$ cat src/rtl/litepcie_rq_pkg.sv
// -----------------------------------------------------------------------------
// litepcie_rq_pkg
// Shared definitions for the UltraScale x4 requester-request adapter:
//   - legacy TLP fmt/type encodings and UltraScale request-type codes
//   - bit positions of the fields inside the 128-bit RQ descriptor
//   - adapter state enumeration
//   - dword-count helper (a legacy length of 0 means 1024 DW)
// -----------------------------------------------------------------------------
package litepcie_rq_pkg;

   typedef enum logic [2:0] {
      SOP   = 3'd0,
      PASS  = 3'd1,
      SHIFT = 3'd2,
      TAIL  = 3'd3,
      DROP  = 3'd4
   } rq_state_e;

   // UltraScale request-type codes
   localparam logic [3:0] REQ_MRD  = 4'b0000;
   localparam logic [3:0] REQ_MWR  = 4'b0001;
   localparam logic [3:0] REQ_IORD = 4'b0010;
   localparam logic [3:0] REQ_IOWR = 4'b0011;

   // Legacy TLP type field values
   localparam logic [4:0] TYPE_MEM = 5'b00000;
   localparam logic [4:0] TYPE_IO  = 5'b00010;

   // Descriptor field positions
   localparam int DESC_ADDR_LSB  = 2;
   localparam int DESC_ADDR_MSB  = 63;
   localparam int DESC_DWC_LSB   = 64;
   localparam int DESC_DWC_MSB   = 74;
   localparam int DESC_REQ_LSB   = 75;
   localparam int DESC_REQ_MSB   = 78;
   localparam int DESC_EP        = 79;
   localparam int DESC_REQID_LSB = 80;
   localparam int DESC_REQID_MSB = 95;
   localparam int DESC_TAG_LSB   = 96;
   localparam int DESC_TAG_MSB   = 103;
   localparam int DESC_TC_LSB    = 121;
   localparam int DESC_TC_MSB    = 123;
   localparam int DESC_ATTR_LSB  = 124;
   localparam int DESC_ATTR_MSB  = 126;

   // Legacy 10-bit length to 11-bit UltraScale dword count
   function automatic logic [10:0] dw_count(input logic [9:0] len);
      return (len == 10'd0) ? 11'd1024 : {1'b0, len};
   endfunction

endpackage

$ cat src/rtl/s_axis_rq_adapt_x4_if.sv
// -----------------------------------------------------------------------------
// s_axis_rq_adapt_x4_if
// Bundles both sides of the RQ adapter:
//   legacy side : s_axis_rq_tdata/tkeep/tlast/tuser/tvalid in, s_axis_rq_tready out
//   PHY side    : s_axis_rq_tdata_a/tkeep_a/tlast_a/tuser_a/tvalid_a out,
//                 s_axis_rq_tready_a in
// Modports:
//   slave  - the adapter (sink of the legacy stream, source of the PHY stream)
//   master - the environment around it (legacy source, PHY sink)
// -----------------------------------------------------------------------------
interface s_axis_rq_adapt_x4_if;
   logic [127:0] s_axis_rq_tdata;
   logic [15:0]  s_axis_rq_tkeep;
   logic         s_axis_rq_tlast;
   logic         s_axis_rq_tready;
   logic [3:0]   s_axis_rq_tuser;
   logic         s_axis_rq_tvalid;

   logic [127:0] s_axis_rq_tdata_a;
   logic [3:0]   s_axis_rq_tkeep_a;
   logic         s_axis_rq_tlast_a;
   logic [3:0]   s_axis_rq_tready_a;
   logic [59:0]  s_axis_rq_tuser_a;
   logic         s_axis_rq_tvalid_a;

   modport slave (
      input  s_axis_rq_tdata, s_axis_rq_tkeep, s_axis_rq_tlast,
             s_axis_rq_tuser, s_axis_rq_tvalid,
      output s_axis_rq_tready,
      output s_axis_rq_tdata_a, s_axis_rq_tkeep_a, s_axis_rq_tlast_a,
             s_axis_rq_tuser_a, s_axis_rq_tvalid_a,
      input  s_axis_rq_tready_a
   );

   modport master (
      output s_axis_rq_tdata, s_axis_rq_tkeep, s_axis_rq_tlast,
             s_axis_rq_tuser, s_axis_rq_tvalid,
      input  s_axis_rq_tready,
      input  s_axis_rq_tdata_a, s_axis_rq_tkeep_a, s_axis_rq_tlast_a,
             s_axis_rq_tuser_a, s_axis_rq_tvalid_a,
      output s_axis_rq_tready_a
   );
endinterface

$ cat src/rtl/rq_desc_build.sv
// -----------------------------------------------------------------------------
// rq_desc_build
// Combinational translation of a legacy 3DW/4DW TLP header (beat 0) into the
// 128-bit UltraScale RQ descriptor.
// Ports:
//   hdr_i       - legacy beat 0, DW0 in [31:0]
//   desc_o      - UltraScale descriptor
//   fbe_o/lbe_o - first/last byte enables from DW1
//   supported_o - header is MRd/MWr/IORd/IOWr
//   has_data_o  - fmt[1], packet carries payload
//   is_4dw_o    - fmt[0], 4DW header
// -----------------------------------------------------------------------------
module rq_desc_build
   import litepcie_rq_pkg::*;
(
   input  logic [127:0] hdr_i,
   output logic [127:0] desc_o,
   output logic [3:0]   fbe_o,
   output logic [3:0]   lbe_o,
   output logic         supported_o,
   output logic         has_data_o,
   output logic         is_4dw_o
);
   logic [31:0] dw0, dw1, dw2, dw3;
   logic [2:0]  fmt;
   logic [4:0]  typ;
   logic [3:0]  req;
   logic [61:0] addr;
   logic        unused_ok;

   assign dw0 = hdr_i[31:0];
   assign dw1 = hdr_i[63:32];
   assign dw2 = hdr_i[95:64];
   assign dw3 = hdr_i[127:96];
   assign fmt = dw0[31:29];
   assign typ = dw0[28:24];

   assign has_data_o = fmt[1];
   assign is_4dw_o   = fmt[0];
   assign fbe_o      = dw1[3:0];
   assign lbe_o      = dw1[7:4];
   assign addr       = fmt[0] ? {dw2, dw3[31:2]} : {32'h0, dw2[31:2]};

   // Request-type classification; IO requests only exist with a 3DW header
   always_comb begin
      req         = REQ_MRD;
      supported_o = 1'b0;
      case (typ)
         TYPE_MEM: begin
            req         = fmt[1] ? REQ_MWR : REQ_MRD;
            supported_o = ~fmt[2];
         end
         TYPE_IO: begin
            req         = fmt[1] ? REQ_IOWR : REQ_IORD;
            supported_o = ~fmt[2] & ~fmt[0];
         end
         default: begin
            req         = REQ_MRD;
            supported_o = 1'b0;
         end
      endcase
   end

   // Descriptor assembly; all reserved bits stay zero
   always_comb begin
      desc_o                                = 128'h0;
      desc_o[DESC_ADDR_MSB:DESC_ADDR_LSB]   = addr;
      desc_o[DESC_DWC_MSB:DESC_DWC_LSB]     = dw_count(dw0[9:0]);
      desc_o[DESC_REQ_MSB:DESC_REQ_LSB]     = req;
      desc_o[DESC_EP]                       = dw0[14];
      desc_o[DESC_REQID_MSB:DESC_REQID_LSB] = dw1[31:16];
      desc_o[DESC_TAG_MSB:DESC_TAG_LSB]     = dw1[15:8];
      desc_o[DESC_TC_MSB:DESC_TC_LSB]       = dw0[22:20];
      desc_o[DESC_ATTR_MSB:DESC_ATTR_LSB]   = {1'b0, dw0[13:12]};
   end

   assign unused_ok = ^{dw0[23], dw0[19:15], dw0[11:10], dw3[1:0]};
endmodule

$ cat src/rtl/s_axis_rq_adapt_x4.sv
// -----------------------------------------------------------------------------
// s_axis_rq_adapt_x4
// Legacy LitePCIe RQ TLP stream -> UltraScale x4 128-bit s_axis_rq format.
// Beat 0 header is replaced by a 128-bit descriptor; 3DW-with-data payload is
// realigned down by one DW. One registered output stage, 1-cycle latency.
// Ports:
//   user_clk, user_reset - clock, synchronous active-high reset
//   rq (slave modport)   - legacy input stream and PHY output stream
//   unsup_cnt            - saturating count of dropped unsupported packets
//                          (present only with RQ_ADAPT_UNSUP_CNT_EN defined)
// Optional feature macro: RQ_ADAPT_UNSUP_CNT_EN
// -----------------------------------------------------------------------------
module s_axis_rq_adapt_x4
   import litepcie_rq_pkg::*;
#(
   parameter int DATA_WIDTH   = 128,
   parameter int KEEP_WIDTH   = DATA_WIDTH / 8,
   parameter int KEEP_WIDTH_A = DATA_WIDTH / 32
)(
   input  logic                user_clk,
   input  logic                user_reset,
   s_axis_rq_adapt_x4_if.slave rq
`ifdef RQ_ADAPT_UNSUP_CNT_EN
   ,
   output logic [15:0]         unsup_cnt
`endif
);
   rq_state_e               state_q;
   logic [DATA_WIDTH-1:0]   tdata_q;
   logic [KEEP_WIDTH_A-1:0] tkeep_q;
   logic                    tlast_q;
   logic [59:0]             tuser_q;
   logic                    tvalid_q;
   logic [31:0]             res_q;       // DW held back by the one-DW realignment
   logic                    res_disc_q;  // discontinue to replay on the TAIL beat

   logic [KEEP_WIDTH-1:0]   keep;
   logic [KEEP_WIDTH_A-1:0] keep_pass;
   logic [KEEP_WIDTH_A-1:0] keep_shift;
   logic [127:0]            desc;
   logic [3:0]              fbe, lbe;
   logic                    sup, has_data, is_4dw;
   logic                    out_free, ld, disc, unused_ok;

   rq_desc_build u_desc (
      .hdr_i       (rq.s_axis_rq_tdata),
      .desc_o      (desc),
      .fbe_o       (fbe),
      .lbe_o       (lbe),
      .supported_o (sup),
      .has_data_o  (has_data),
      .is_4dw_o    (is_4dw)
   );

   assign keep     = rq.s_axis_rq_tkeep;
   assign disc     = rq.s_axis_rq_tuser[3];
   assign out_free = ~tvalid_q | rq.s_axis_rq_tready_a[0];
   assign rq.s_axis_rq_tready = out_free && (state_q != TAIL);
   assign ld       = rq.s_axis_rq_tvalid & rq.s_axis_rq_tready;
   // Shifted beat: output DW0 is the held residual, DW1..3 are input DW0..2
   assign keep_shift = {keep[8], keep[4], keep[0], 1'b1};

   // Byte enables collapsed to one enable per DW
   always_comb begin
      keep_pass = '0;
      for (int i = 0; i < KEEP_WIDTH_A; i++) begin
         keep_pass[i] = keep[4*i];
      end
   end

   // Packet FSM and registered output stage; everything holds while stalled
   always_ff @(posedge user_clk) begin
      if (user_reset) begin
         state_q    <= SOP;
         tdata_q    <= '0;
         tkeep_q    <= '0;
         tlast_q    <= 1'b0;
         tuser_q    <= 60'h0;
         tvalid_q   <= 1'b0;
         res_q      <= 32'h0;
         res_disc_q <= 1'b0;
      end else if (out_free) begin
         tvalid_q <= 1'b0;
         case (state_q)
            SOP: begin
               if (ld) begin
                  if (!sup) begin
                     state_q <= rq.s_axis_rq_tlast ? SOP : DROP;
                  end else begin
                     tvalid_q <= 1'b1;
                     tdata_q  <= desc;
                     tkeep_q  <= 4'hF;
                     tuser_q  <= {48'h0, disc, 3'b000, lbe, fbe};
                     tlast_q  <= ~has_data;
                     if (!has_data) begin
                        state_q <= SOP;
                     end else if (is_4dw) begin
                        state_q <= PASS;
                     end else begin
                        // 3DW: first payload DW already sits in DW3 of beat 0
                        res_q      <= rq.s_axis_rq_tdata[127:96];
                        res_disc_q <= disc;
                        state_q    <= rq.s_axis_rq_tlast ? TAIL : SHIFT;
                     end
                  end
               end
            end
            PASS: begin
               if (ld) begin
                  tvalid_q <= 1'b1;
                  tdata_q  <= rq.s_axis_rq_tdata;
                  tkeep_q  <= keep_pass;
                  tlast_q  <= rq.s_axis_rq_tlast;
                  tuser_q  <= {48'h0, disc, 11'h000};
                  state_q  <= rq.s_axis_rq_tlast ? SOP : PASS;
               end
            end
            SHIFT: begin
               if (ld) begin
                  tvalid_q   <= 1'b1;
                  tdata_q    <= {rq.s_axis_rq_tdata[95:0], res_q};
                  tkeep_q    <= keep_shift;
                  tuser_q    <= {48'h0, disc, 11'h000};
                  res_q      <= rq.s_axis_rq_tdata[127:96];
                  res_disc_q <= disc;
                  // A kept input DW3 still has to go out on its own TAIL beat
                  tlast_q    <= rq.s_axis_rq_tlast & ~keep[12];
                  if (rq.s_axis_rq_tlast) begin
                     state_q <= keep[12] ? TAIL : SOP;
                  end else begin
                     state_q <= SHIFT;
                  end
               end
            end
            TAIL: begin
               tvalid_q <= 1'b1;
               tdata_q  <= {96'h0, res_q};
               tkeep_q  <= 4'h1;
               tlast_q  <= 1'b1;
               tuser_q  <= {48'h0, res_disc_q, 11'h000};
               state_q  <= SOP;
            end
            DROP: begin
               if (ld && rq.s_axis_rq_tlast) begin
                  state_q <= SOP;
               end else begin
                  state_q <= DROP;
               end
            end
            default: begin
               state_q <= SOP;
            end
         endcase
      end
   end

   assign rq.s_axis_rq_tdata_a  = tdata_q;
   assign rq.s_axis_rq_tkeep_a  = tkeep_q;
   assign rq.s_axis_rq_tlast_a  = tlast_q;
   assign rq.s_axis_rq_tuser_a  = tuser_q;
   assign rq.s_axis_rq_tvalid_a = tvalid_q;

`ifdef RQ_ADAPT_UNSUP_CNT_EN
   logic [15:0] unsup_q;

   // Saturating count of unsupported headers accepted at start of packet
   always_ff @(posedge user_clk) begin
      if (user_reset) begin
         unsup_q <= 16'h0;
      end else if ((state_q == SOP) && ld && !sup && (unsup_q != 16'hFFFF)) begin
         unsup_q <= unsup_q + 16'h1;
      end else begin
         unsup_q <= unsup_q;
      end
   end

   assign unsup_cnt = unsup_q;
`endif

   assign unused_ok = ^{rq.s_axis_rq_tuser[2:0], rq.s_axis_rq_tready_a[3:1], keep};
endmodule
$ cat src/flat_wrapper.sv
// flat-port wrapper written by rule: the top's interface ports become plain ports
module s_axis_rq_adapt_x4_flat import litepcie_rq_pkg::*;
#(
   parameter int DATA_WIDTH   = 128,
   parameter int KEEP_WIDTH   = DATA_WIDTH / 8,
   parameter int KEEP_WIDTH_A = DATA_WIDTH / 32
)
  (user_clk, user_reset, rq_s_axis_rq_tdata, rq_s_axis_rq_tkeep, rq_s_axis_rq_tlast, rq_s_axis_rq_tuser, rq_s_axis_rq_tvalid, rq_s_axis_rq_tready, rq_s_axis_rq_tdata_a, rq_s_axis_rq_tkeep_a, rq_s_axis_rq_tlast_a, rq_s_axis_rq_tuser_a, rq_s_axis_rq_tvalid_a, rq_s_axis_rq_tready_a);
  s_axis_rq_adapt_x4_if rq_i ();
  input  logic user_clk;
  input  logic user_reset;
  input wire logic [$bits(rq_i.s_axis_rq_tdata)-1:0] rq_s_axis_rq_tdata;
  input wire logic [$bits(rq_i.s_axis_rq_tkeep)-1:0] rq_s_axis_rq_tkeep;
  input wire logic [$bits(rq_i.s_axis_rq_tlast)-1:0] rq_s_axis_rq_tlast;
  input wire logic [$bits(rq_i.s_axis_rq_tuser)-1:0] rq_s_axis_rq_tuser;
  input wire logic [$bits(rq_i.s_axis_rq_tvalid)-1:0] rq_s_axis_rq_tvalid;
  output wire logic [$bits(rq_i.s_axis_rq_tready)-1:0] rq_s_axis_rq_tready;
  output wire logic [$bits(rq_i.s_axis_rq_tdata_a)-1:0] rq_s_axis_rq_tdata_a;
  output wire logic [$bits(rq_i.s_axis_rq_tkeep_a)-1:0] rq_s_axis_rq_tkeep_a;
  output wire logic [$bits(rq_i.s_axis_rq_tlast_a)-1:0] rq_s_axis_rq_tlast_a;
  output wire logic [$bits(rq_i.s_axis_rq_tuser_a)-1:0] rq_s_axis_rq_tuser_a;
  output wire logic [$bits(rq_i.s_axis_rq_tvalid_a)-1:0] rq_s_axis_rq_tvalid_a;
  input wire logic [$bits(rq_i.s_axis_rq_tready_a)-1:0] rq_s_axis_rq_tready_a;
  assign rq_i.s_axis_rq_tdata = rq_s_axis_rq_tdata;
  assign rq_i.s_axis_rq_tkeep = rq_s_axis_rq_tkeep;
  assign rq_i.s_axis_rq_tlast = rq_s_axis_rq_tlast;
  assign rq_i.s_axis_rq_tuser = rq_s_axis_rq_tuser;
  assign rq_i.s_axis_rq_tvalid = rq_s_axis_rq_tvalid;
  assign rq_s_axis_rq_tready = rq_i.s_axis_rq_tready;
  assign rq_s_axis_rq_tdata_a = rq_i.s_axis_rq_tdata_a;
  assign rq_s_axis_rq_tkeep_a = rq_i.s_axis_rq_tkeep_a;
  assign rq_s_axis_rq_tlast_a = rq_i.s_axis_rq_tlast_a;
  assign rq_s_axis_rq_tuser_a = rq_i.s_axis_rq_tuser_a;
  assign rq_s_axis_rq_tvalid_a = rq_i.s_axis_rq_tvalid_a;
  assign rq_i.s_axis_rq_tready_a = rq_s_axis_rq_tready_a;
  s_axis_rq_adapt_x4 #(.DATA_WIDTH(DATA_WIDTH), .KEEP_WIDTH(KEEP_WIDTH), .KEEP_WIDTH_A(KEEP_WIDTH_A)) u_core (.user_clk(user_clk), .user_reset(user_reset), .rq(rq_i));
endmodule
$ cat config.mk
export PLATFORM = sky130hd
export DESIGN_NAME = s_axis_rq_adapt_x4_flat
export DESIGN_NICKNAME = d
export VERILOG_FILES = /design/src/rtl/litepcie_rq_pkg.sv /design/src/rtl/s_axis_rq_adapt_x4_if.sv /design/src/rtl/rq_desc_build.sv /design/src/rtl/s_axis_rq_adapt_x4.sv /design/src/flat_wrapper.sv
export SDC_FILE = /design/constraint.sdc
export NUM_CORES = 1
export LEC_CHECK = 0
export CORE_MARGIN = 2
export CORE_UTILIZATION = 42
export CTS_CLUSTER_DIAMETER = 100
export DETAILED_ROUTE_END_ITERATION = 8
export MAX_ROUTING_LAYER = met4
export PLACE_DENSITY_LB_ADDON = 0.25
export SYNTH_ARGS = -nofsm -noshare
export SYNTH_HDL_FRONTEND = slang
export SYNTH_HIERARCHICAL = 1
export SYNTH_SLANG_ARGS = --single-unit
$ cat constraint.sdc
create_clock -name user_clk -period 2.19 [get_ports user_clk]
set_input_delay 0.438 -clock user_clk [delete_from_list [all_inputs] [get_ports user_clk]]
set_output_delay 0.438 -clock user_clk [all_outputs]
set_load 0.05 [all_outputs]
==> results of run 1 <==
## what timing repair did
action,in CTS,in global routing
gates cloned,2,6
endpoints found under the setup margin,142,122
setup buffers,1,5
pin swaps,2,3
resized for setup,10,18
## per-stage QoR
| step | utilization [%] | area, um^2 |
|---|---|---|
| after floorplan | - | 10600 |
| after global placement | 54.5 | 13200 |
| after detailed placement | 54.5 | 13200 |
| after CTS | 57.3 | 13900 |
| after global routing | 58.4 | 14200 |
| final | 58.4 | 14200 |
## worst paths after layout
kind / from / to / slack (ps) / cells past startpoint
setup / recovery: rq_s_axis_rq_tdata[26] / u_core/res_q[31]$_SDFFE_PP0P_ / 10 / 11
hold / removal: user_reset / u_core/res_q[23]$_SDFFE_PP0P_ / 430 / 2
setup reg to reg: u_core/state_q[1]$_SDFFE_PP0P_ / u_core/res_q[31]$_SDFFE_PP0P_ / 220 / 7
hold reg to reg: u_core/rq.s_axis_rq_tuser_a[1]$_SDFFE_PP0P_ / u_core/rq.s_axis_rq_tuser_a[1]$_SDFFE_PP0P_ / 450 / 2
## registers in the layout, indices dropped and copies added, names as in the netlist
register,flops
u_core/res_disc_q,1
u_core/res_q,32
u_core/rq.s_axis_rq_tkeep_a,4
u_core/rq.s_axis_rq_tuser_a,9
u_core/rq.s_axis_rq_tdata_a,128
u_core/rq.s_axis_rq_tvalid_a,1
u_core/state_q,3
u_core/rq.s_axis_rq_tlast_a,1
## power by group through the flow
| stage | Combinational (mW) | Sequential (mW) | Clock (mW) |
|---|---|---|---|
| 2_1_floorplan | 0.754 | 3.46 | 0 |
| 3_3_place_gp | 1.21 | 3.38 | 0 |
| 3_5_place_dp | 1.22 | 3.38 | 0 |
| 4_1_cts | 1.22 | 3.30 | 3.24 |
| 5_1_grt | 1.31 | 3.31 | 3.38 |
| 6_report | 1.25 | 3.31 | 3.18 |
## layout make-up
type	instances	share of cell area [%]
clock inverters	13	1.02
clock buffers	19	3.21
repair buffers	367	27.3
well taps	324	2.86
inverters	35	0.927
multi-input cells	876	39.4
flip-flops and latches	179	25.4
## per-layer routing
layer  wire length (um)  share of wire, %  global-route usage (%)
met1              15600                43                    36.4
met4               1140               3.1                    10.9
met5                  0                 0                       -
met2              17100                47                    42.1
met3               2620               7.2                    3.88
## worst max-delay path, cell delays in order
cell	delay [ps]
clkdlybuf4s50_1	430
nor4_1	250
buf_4	170
and2_4	140
buf_4	110
and3b_2	190
o2111a_2	280
buf_12	160
clkbuf_16	170
nand2_1	60
a21oi_1	120
## synthesized netlist by cell type, drive strengths merged
master,number,area share [%]
a22oi,65,4.7
clkbuf,88,3.2
mux2i,32,3.1
nand3,8,0.39
a221oi,32,2.7
a211oi,98,7.1
o21bai,1,0.072
a311oi,1,0.085
o21ai,6,0.29
o211ai,1,0.072
inv,35,1.3
a31oi,1,0.060
o32ai,1,0.085
nor3,11,0.53
nand2b,5,0.30
or3,1,0.060
dfxtp,179,35
a21oi,81,3.9
o2111ai,2,0.17
o21ba,1,0.097
nand2,109,3.9
nor2,139,5.0
o221ai,33,2.8
o2111a,1,0.11
a2bb2oi,96,8.1
nor2b,4,0.24
and3b,1,0.085
or4,3,0.25
nor4,4,0.45
and2,35,2.1
conb,2,0.072
buf,166,11
mux2,30,3.3
## kinds of logic (layout without fill, tap and decap cells)
kind of cell    after synthesis  after routing  synth area share [%]
compound gates              420            420                  30.4
simple gates                320            320                  13.4
buf+inv                     289            434                  15.2
flops                       179            179                  34.6
mux                          62             62                  6.35
other cells                   2             74                0.0725
==> flow_metrics.py, run 1 <==
metrics = {
    "critical_path": {
        "arrival_ps": 2530,
        "start_kind": "primary input",
        "cp.required_ps": 2540,
        "path_class": "in -> reg",
        "crit_fanout": 9,
        "cp-end-kind": "flop",
    },
    "die": {
        "chipHeight_um": 161,
        "coreArea_um2": 24200,
        "ios": 351,
        "num_rows": 57,
        "die_w_um": 161,
        "dieArea_um2": 25900,
        "initial_core_util_pct": 42.7,
    },
    "timing": {
        "fin_crit_ps": 2180,
        "rsz0062_at_grt": "false",
        "timing.slew.headroom_pct": 49.7,
        "period_share_pct": 99.3,
        "finalClockSkew_ps": 13.6,
        "setup_slack_ps": 14.7,
        "setup_violations": 0,
        "fin_hold_ws_ps": 432,
        "fmax_mhz": 460,
        "hold_violations": 0,
        "slew_violations": 0,
        "tightestPinTransition_ps": 755,
        "fin_setup_tns_ps": 0,
    },
    "finish": {
        "drive_above_1_share_pct": 12.0,
        "syn_to_final_growth_pct": 36.7,
        "stdcell_count": 1813,
        "antenna_cells": 0,
        "final_common_cell": "clkdlybuf4s50_1",
        "multiInputGateArea_um2": 5580,
        "final_cell_mix": "273 x clkdlybuf4s50_1, 176 x dfxtp_1, 139 x nor2_1",
        "nets": 1632,
        "fillCellCount": 2191,
        "seqCellArea_um2": 3590,
    },
    "clock_network": {
        "clock_path_buffers": 2,
        "h-tree-depth": 4,
        "cts_tree": "done",
        "clkTransAtPathRegs_ps": 70,
        "cts_buffers": 17,
        "numClockSinks": 179,
        "holdBufCountCts": 0,
        "clock_latency_ps": 430,
        "cts_root_buffer": "clkbuf_16",
    },
    "global_routing": {
        "grt-ovfl-total": 0,
        "grtUsageTotal_pct": 27.3,
        "grt_first_pass_wirelength_um": 54600,
        "grt_max_degree": 67,
        "grt_pass1_vias": 9484,
        "antenna_found_initial": 0,
    },
    "placed_design": {
        "place_congestion": 0.841,
        "dp_slack_ps": -691,
        "port-buffer-count": 281,
        "hpwlAfterDp_um": 24600,
        "dp_cells": 1767,
    },
    "pwr": {
        "p_sw_share_pct": 28.0,
        "power_switching_mw": 2.17,
        "leakage_nw": 4.77,
        "fin_total_pwr_mw": 7.73,
        "pwr-share-seq_pct": 42.7,
        "power_density_nw_per_um2": 546,
        "vdd_ir_drop_max_v": 0.000378,
        "p_int_mw": 5.57,
        "p_clk_share_pct": 41.1,
        "power_frac_comb_pct": 16.2,
    },
    "route": {
        "drt_iter0_drc": 947,
        "ant_nets": 0,
        "first_pass_iters": 6,
        "via_per_inst": 5.69,
        "wl_um": 36500,
        "wire_per_inst_um": 20.1,
        "dr_total_vias": 10300,
        "drc": 0,
    },
    "synthesis": {
        "synth_area_per_cell_um2": 8.15,
        "ys_ff_latch": 179,
        "syn_inst": 1272,
        "synthDistinctLibCells": 38,
        "ys_warn_count": 6,
        "ys_seq_area_share_pct": 34.6,
        "syn_area_um2": 10400,
    },
    "run_status": {
        "status": "completed",
    },
    "job": {
        "drv_cap": 0,
    },
    "worst_hold_path": {
        "hp-class": "in -> reg",
    },
}
Note: power is estimated with default switching activity, not from simulation.
==> run 2: changes to the inputs <==
CORE_ASPECT_RATIO = 1.5   (was default)
TNS_END_PERCENT = 5   (was default)
==> run 2 against run 1 <==
Against the previous run:
- global-route usage increased by 0.60 points
- utilization fell by 0.64 points
- clock skew shrank 3.5 ps
- via count down 0.44%
- hold slack worse by 43 ps
- power down 0.96%
- clock-buffer cell count grew 1
- first-iteration DRC count fell by 37%
- combinational power hardly changed
- largest cell class unchanged
==> flow_metrics.py, run 2 (same netlist as run 1, synthesis figures left out) <==
metrics = {
    "global_routing": {
        "use_met2_pct": 47.5,
        "grt_max_degree": 58,
        "grt_pass1_vias": 9910,
        "grt_first_pass_wirelength_um": 55700,
        "grt-ovfl-total": 0,
        "grtUsageTotal_pct": 27.9,
        "antenna_found_initial": 2,
        "use_met1_pct": 31.7,
        "gr-usage-met3_pct": 3.83,
        "busiest_layer": "met2",
    },
    "timing": {
        "timing.slew.headroom_pct": 57.9,
        "period_share_pct": 96.8,
        "fin_hold_ws_ps": 389,
        "tightestPinTransition_ps": 631,
        "fmax_mhz": 472,
        "hold_violations": 0,
        "setup_violations": 0,
        "fin_crit_ps": 2120,
        "slew_violations": 0,
        "setup_slack_ps": 70.2,
        "fin_setup_tns_ps": 0,
        "finalClockSkew_ps": 10.1,
    },
    "die": {
        "ios": 351,
        "num_rows": 70,
        "dieArea_um2": 26000,
        "coreArea_um2": 24300,
        "initial_core_util_pct": 42.6,
        "chipHeight_um": 196,
        "die_w_um": 132,
    },
    "critical_path": {
        "rr_worst_depth": 6,
        "r2r-start": "u_core/state_q[0]$_SDFFE_PP0P_",
        "cp-end-kind": "primary output",
        "cpPeakStageDelay_ps": 830,
        "cp_top_family": "buffers and inverters",
        "worst-path-buf-inv": 1,
        "path_class": "reg -> out",
        "arrival_ps": 1680,
        "cp_cell_sequence": "clkdlybuf4s50_1",
        "start_kind": "flop",
        "r2r_slack_ps": 220,
        "reg2reg_to": "u_core/rq.s_axis_rq_tdata_a[95]$_SDFFE_PP0P_",
        "crit_fanout": 2,
        "slowest_stage": "clkdlybuf4s50_1",
        "cp.required_ps": 1750,
    },
    "clock_network": {
        "clock_latency_ps": 450,
        "cts_root_buffer": "clkbuf_16",
        "clkTransAtPathRegs_ps": 70,
        "cts_buffers": 17,
        "cts_tree": "done",
        "numClockSinks": 179,
        "h-tree-depth": 4,
        "clock_path_buffers": 2,
    },
    "route": {
        "wl_um": 36200,
        "wire_per_inst_um": 20.0,
        "drt_iter0_drc": 594,
        "first_pass_iters": 6,
        "drc": 0,
        "ant_nets": 0,
        "dr_total_vias": 10300,
        "via_per_inst": 5.67,
    },
    "finish": {
        "syn_to_final_growth_pct": 35.8,
        "fillCellCount": 2246,
        "largest_reg_flops": 128,
        "multiInputGateArea_um2": 5570,
        "seqCellArea_um2": 3590,
        "design_area_um2": 14100,
        "drive_above_1_share_pct": 11.8,
        "nets": 1629,
        "final_common_cell": "clkdlybuf4s50_1",
        "final_cell_mix": "269 x clkdlybuf4s50_1, 176 x dfxtp_1, 139 x nor2_1",
        "finish.utilization_pct": 57.8,
    },
    "worst_hold_path": {
        "worstHoldPathCells": 2,
        "whs_endpoint": "u_core/res_q[14]$_SDFFE_PP0P_",
        "hp-class": "in -> reg",
        "min-delay-start": "user_reset",
    },
    "run_status": {
        "status": "completed",
    },
    "placed_design": {
        "port-buffer-count": 281,
        "placement.cell_area_um2": 13200,
        "hpwlAfterDp_um": 25000,
        "dp_slack_ps": -782,
        "place_congestion": 0.849,
    },
    "pwr": {
        "leakage_nw": 4.72,
        "vdd_ir_drop_max_v": 0.000530,
        "power_density_nw_per_um2": 544,
    },
    "job": {
        "drv_cap": 0,
    },
}
run 2: changes by cell type in the layout (fill, tap and decap cells not counted), sizes merged:
cell | before | now
clkbuf | 25 | 22
clkinvlp | 1 | 2
dlymetal6s2s | 2 | 0
diode | 0 | 2
clkinv | 4 | 6
dlygate4sd2 | 0 | 3
inv | 41 | 36
buf | 86 | 90
clkdlybuf4s50 | 273 | 269
run 2: worst register-to-register path: cells and delay by family (launching register included):
family,cells,cell delay [ps]
buffers and inverters,2,580
and+or+nand+nor,1,250
DFF,1,520
AOI/OAI and AO/OA,3,560
run 2: worst max path at each step:
stage,slack (ps),cells after the start,from,to
after floorplan,-10,10,rq_s_axis_rq_tdata[29],u_core/rq.s_axis_rq_tdata_a[0]$_SDFFE_PP0P_
after global placement,-750,9,rq_s_axis_rq_tdata[24],u_core/rq.s_axis_rq_tdata_a[11]$_SDFFE_PP0P_
after detailed placement,-780,9,rq_s_axis_rq_tdata[24],u_core/rq.s_axis_rq_tdata_a[16]$_SDFFE_PP0P_
after CTS,60,12,rq_s_axis_rq_tdata[26],u_core/rq.s_axis_rq_tdata_a[10]$_SDFFE_PP0P_
after global routing,-7,12,rq_s_axis_rq_tdata[28],u_core/rq.s_axis_rq_tdata_a[13]$_SDFFE_PP0P_
final,70,1,u_core/rq.s_axis_rq_tdata_a[9]$_SDFFE_PP0P_,rq_s_axis_rq_tdata_a[9]
run 2: layout make-up:
cell class / instances / area share, %
Clock inverter: 11 / 0.916
Tap cell: 324 / 2.88
Sequential cell: 179 / 25.5
Multi-Input combinational cell: 876 / 39.6
Clock buffer: 20 / 3.25
Antenna cell: 2 / 0.0356
Timing Repair Buffer: 364 / 26.9
Inverter: 35 / 0.934
run 2: routing by layer:
layer	vias to the layer above	routed length, um
li1	4830	-
met1	4889	13900
met2	468	18500
met3	87	2060
met4	0	1780
met5	-	0
run 2: where the power goes:
part           switching [mW]  internal, mW  total [mW]
Combinational           0.735         0.517        1.25
Sequential             0.0257          3.28        3.31
Clock                    1.36          1.74        3.10
Total                    2.12          5.54        7.66
run 2: repair_timing:
action | CTS | global route
gates resized for setup | 12 | 15
gates cloned | 4 | 1
pin swaps | 3 | 7
setup buffers | 4 | 3
hold buffers | 0 | 0
endpoints found under the setup margin | 147 | 105
run 2: stage by stage:
step	total power [mW]	cells
after floorplan	4.22	1344
after detailed placement	4.61	1767
after global placement	4.60	1767
after global routing	7.91	1811
final	7.66	1811
after CTS	7.71	1806
==> run 3: changes to the inputs <==
CAP_MARGIN = 20   (was default)
==> results of run 3 <==
Final layout, timing and power as in run 2 (identical DEF).
